==> src/rtl/fifo_deserializer_pkg.sv <==
// Shared types and default sizing for the fifo deserializer slice.
package fifo_deserializer_pkg;

  typedef enum logic {
    FILL = 1'b0,
    HOLD = 1'b1
  } state_t;

  localparam int DEFAULT_DATA_WIDTH = 4;
  localparam int DEFAULT_COUNT      = 3;
  localparam int OUT_WIDTH          = DEFAULT_COUNT * DEFAULT_DATA_WIDTH;

endpackage

==> src/rtl/slot_counter.sv <==
// Modulo-COUNT slot counter with enable, synchronous clear and a last-slot flag.
module slot_counter #(
  parameter int COUNT = 3,
  parameter int WIDTH = 2
) (
  input  logic             clk,
  input  logic             rst,
  input  logic             clr,
  input  logic             en,
  output logic [WIDTH-1:0] count,
  output logic             last
);

  assign last = (count == WIDTH'(COUNT - 1));

  always_ff @(posedge clk) begin
    if (rst || clr) begin
      count <= '0;
    end else if (en) begin
      count <= last ? '0 : count + 1'b1;
    end
  end

endmodule

==> src/rtl/fifo_deserializer.sv <==
// Packs COUNT narrow words into one wide word and enqueues it into a downstream fifo.
module fifo_deserializer
  import fifo_deserializer_pkg::*;
#(
  parameter int DATA_WIDTH    = DEFAULT_DATA_WIDTH,
  parameter int COUNT         = DEFAULT_COUNT,
  parameter int COUNTER_WIDTH = 2
) (
  input  logic                          clk,
  input  logic                          rst,
  input  logic                          clr,
  input  logic [DATA_WIDTH-1:0]         in_data,
  input  logic                          in_valid,
  output logic                          in_ready,
  output logic [COUNT*DATA_WIDTH-1:0]   out_data,
  output logic                          enq,
  input  logic                          full_n
);

  state_t                   state;
  state_t                   state_next;
  logic                     accept;
  logic                     last;
  logic [COUNTER_WIDTH-1:0] count;

  slot_counter #(
    .COUNT (COUNT),
    .WIDTH (COUNTER_WIDTH)
  ) u_slot_counter (
    .clk   (clk),
    .rst   (rst),
    .clr   (clr),
    .en    (accept),
    .count (count),
    .last  (last)
  );

  // In HOLD a new word may only enter when the fifo drains the held one this edge.
  always_comb begin
    in_ready   = 1'b0;
    state_next = state;
    if (!rst && !clr) begin
      in_ready = (state == FILL) || full_n;
    end
    accept = in_valid && in_ready;
    if (rst || clr) begin
      state_next = FILL;
    end else if (accept && last) begin
      state_next = HOLD;
    end else if (state == HOLD && full_n) begin
      state_next = FILL;
    end
  end

  always_ff @(posedge clk) begin
    if (rst) begin
      state <= FILL;
    end else begin
      state <= state_next;
    end
  end

  assign enq = (state == HOLD);

  // Slots double as the output register; they are never cleared between words.
  always_ff @(posedge clk) begin
    if (rst) begin
      out_data <= '0;
    end else if (accept) begin
      for (int i = 0; i < COUNT; i++) begin
        if (count == COUNTER_WIDTH'(i)) begin
          out_data[i*DATA_WIDTH +: DATA_WIDTH] <= in_data;
        end
      end
    end
  end

endmodule
==> config.mk <==
export PLATFORM = sky130hd
export DESIGN_NAME = fifo_deserializer
export DESIGN_NICKNAME = d
export VERILOG_FILES = /design/src/rtl/fifo_deserializer_pkg.sv /design/src/rtl/slot_counter.sv /design/src/rtl/fifo_deserializer.sv
export SDC_FILE = /design/constraint.sdc
export NUM_CORES = 1
export LEC_CHECK = 0
export ABC_AREA = 0
export CAP_MARGIN = 20
export CORE_MARGIN = 10
export CORE_UTILIZATION = 37
export CTS_CLUSTER_SIZE = 14
export DETAILED_ROUTE_END_ITERATION = 7
export PLACE_DENSITY_LB_ADDON = 0.1
export SLEW_MARGIN = 10
export SYNTH_ARGS = -nofsm -noshare
export SYNTH_HDL_FRONTEND = slang
export SYNTH_SLANG_ARGS = --single-unit
==> constraint.sdc <==
create_clock -name clk -period 1.2 [get_ports clk]
set_input_delay 0.24 -clock clk [delete_from_list [all_inputs] [get_ports clk]]
set_output_delay 0.24 -clock clk [all_outputs]
set_load 0.05 [all_outputs]
==> results of run 1 <==
-- power groups by stage --
stage | clock network, mW | logic, mW | registers (mW)
global route | 0.318 | 0.232 | 0.521
detailed placement | 0 | 0.184 | 0.528
CTS | 0.297 | 0.195 | 0.518
finish | 0.294 | 0.220 | 0.520
global placement | 0 | 0.181 | 0.527
floorplan | 0 | 0.0486 | 0.549
-- kinds of logic after synthesis --
logic type,after synthesis,share of synthesized area (%)
and+or+nand+nor,15,16.26
AOI/OAI and AO/OA,27,31.30
buffers and inverters,6,3.658
DFF,15,48.78
-- layer usage --
metal	global-route usage, %	vias to the layer above	routed length (µm)
met4	5.643	0	23
met2	17.03	39	1278
li1	-	336	-
met5	0	-	0
met3	4.593	2	260
met1	12.84	369	960
-- cell type report --
type	count	area, µm²	area share (%)
sequential	15	305.3	22.66
multi-input combinational	42	467.9	34.73
inverter	3	15.01	1.114
tap	16	20.02	1.486
timing repair buffer	39	513.0	38.07
clock buffer	4	26.28	1.950
-- sequential cells by signal, summed over array words and instances (netlist names) --
register,flops
out_data,12
u_slot_counter.count,2
enq,1
-- timing repair --
action | 4_1_cts | 5_1_grt
setup endpoints to repair | 13 | 13
pin swaps | 7 | 0
buffers inserted | 2 | 1
resized for setup | 23 | 13
cloned | 0 | 1
hold buffers | 0 | 0
-- per-stage QoR --
stage,hold slack [ns],util (%),setup TNS (ns),power (mW)
after floorplan,0.4134,-,-0.4829,0.5980
after global placement,0.4967,71.19,-5.755,0.7082
after detailed placement,0.5050,71.19,-6.247,0.7112
after CTS,0.4520,78.73,-0.8748,1.010
after global routing,0.5402,87.42,-1.939,1.071
final,0.5163,87.42,-1.628,1.034
-- final timing paths --
kind	from	endpoint	cells after the start
hold reg to reg	out_data[9]	out_data[9]	2
hold / removal	clr	out_data[8]	3
setup reg to reg	enq	out_data[1]	5
setup / recovery	enq	in_ready	3
-- Yosys cell counts --
cell	number
or4_4	1
and2b_4	1
clkbuf_1	3
inv_1	3
nand3_1	3
nor3_1	1
nor2_1	1
o311ai_1	1
or3b_1	1
nor3b_1	1
and3b_2	1
a32o_1	2
dfxtp_1	15
nand3b_1	2
o21ai_1	7
a21boi_0	1
nand2_1	2
nand2b_1	1
o311ai_0	11
o21ai_0	5
-- worst reg2reg max path: stages, from the launching register on --
cell       delay [ns]
dfxtp_4          0.35
and2b_4          0.17
buf_4            0.16
clkbuf_16        0.17
o311ai_2         0.27
o21ai_1          0.13
==> metrics, run 1 <==
Inst Count DP 111; part of the power in combinational logic between 20% and 30%; Slew @ Worst Pin roughly 0.45 ns; Hold Path Class input port to flop; clock sinks 15; Num CTS Buffers 3; drc violations 0; DR pass1 iterations 5; WL final around 2.5 mm; Worst slew margin 70.15%; DR vias approximately 750; design area between 0.001 and 0.0015 mm²; final hold vios 0; Area Growth Syn to Fin 118.9%; sequential share of power between 50% and 60%; Clk pin slew, worst setup/hold paths roughly 0.1 ns; Die X 60.79 µm; Gate Count Post-Synth 63; Peak VDD IR around 1.1 mV; sw frac roughly 29%; max_cap viols 0; DIE AREA around 0.0037 mm²; number of global-route vias before repair 695; total core area 0.001541 mm²; Max clock buf depth 2; Port Buffers 22; Clock Skew 0.005439 ns; post-synth cell types 20; Worst-Skew Late Latency around 0.28 ns; I/O pin cnt 23; R2R Setup Slk -0.17 ns; minimum clock period ~1.4 ns; initial antenna violation count 0; Power Internal between 0.7 and 0.8 mW; CP Max Fanout 2; YS warnings 0; worst slack at placement -0.5134 ns; # rows 14; final worst path period share 116.3%; CP required roughly 0.96 ns; CTS H-tree depth 1; PnR worst setup slack -0.1953 ns; area post-placement roughly 0.0011 mm²; root buffer cell clkbuf_4; Top Family by Delay on Critical Path flip-flops; wire length of the first global-routing pass around 3.2 mm; antenna-violating nets left 0; WP data arrival 1.16 ns; Sw Pwr 0.2987 mW; fin nets 113; RSZ-0062 raised after global routing yes; Setup crit end kind output port; failing checks negative setup slack; status complete, but fails checks; final-report setup violation count 13; ratio of cells with drive above 1 in the final layout a little under three fifths; Fmax roughly 720 MHz; slowest library cell on the worst path dfxtp_4; Yosys top cell area share between 40 and 50%; top cells by area, synth dfxtp_1 (49%), o311ai_0 (16%), o21ai_1 (5.7%), o21ai_0 (4.1%), a32o_1 (3.3%); CP Cell Sequence and2b_4 -> nor3_4 -> buf_12; diodes inserted 0; slowest cell delay on critical path ~0.35 ns; leading area contributor after synthesis dfxtp_1; CTS tree done; Synthesized Nets 72; Starting Density 39.94%; Starting DRT DRC Count 23; Pwr per Cell Area 767.0 mW/mm²; Final Slew Violations 0; Leak roughly 0.47 nW; Mean Syn Cell Area between 9 and 10 µm²; Tot GR Track Use 11.06%; Vias/cell 6.269; final non-filler cell total between 100 and 150; grt ovf 0; Setup CP Type flop to output port; sequential area share after synthesis around 49%; routability cong. about 0.78; most frequent cells in the layout buf_12 (15), buf_4 (15), dfxtp_1 (13); Clk network pwr share 28.4%; largest net degree at the start of global routing 15; FF+latch count, synth 15; Post-Syn Area a little over 600 µm²; startpoint types flop; Routed wire per std cell 21.20 µm; Die H 60.79 µm; DP HPWL between 1.5 and 2 mm; Fill cells 65; WP buf/inv 1
Note: power is estimated with default switching activity, not from simulation.
==> run 2: changes to the inputs <==
--- a/config.mk
+++ b/config.mk
@@ -6,7 +6,7 @@
 export NUM_CORES = 1
 export LEC_CHECK = 0
 export ABC_AREA = 0
-export CAP_MARGIN = 20
+export CAP_MARGIN = 5
 export CORE_MARGIN = 10
 export CORE_UTILIZATION = 37
 export CTS_CLUSTER_SIZE = 14
==> results of run 2 <==
No change in the layout: final DEF, timing and power equal those of run 1.
==> run 3: changes to the inputs <==
--- a/config.mk
+++ b/config.mk
@@ -6,13 +6,13 @@
 export NUM_CORES = 1
 export LEC_CHECK = 0
 export ABC_AREA = 0
+export ABC_CLOCK_PERIOD_IN_PS = 1200
 export CAP_MARGIN = 5
 export CORE_MARGIN = 10
 export CORE_UTILIZATION = 37
 export CTS_CLUSTER_SIZE = 14
 export DETAILED_ROUTE_END_ITERATION = 7
 export PLACE_DENSITY_LB_ADDON = 0.1
-export SLEW_MARGIN = 10
 export SYNTH_ARGS = -nofsm -noshare
 export SYNTH_HDL_FRONTEND = slang
 export SYNTH_SLANG_ARGS = --single-unit
==> results of run 3 <==
No change in the layout: final DEF, timing and power equal those of run 1.
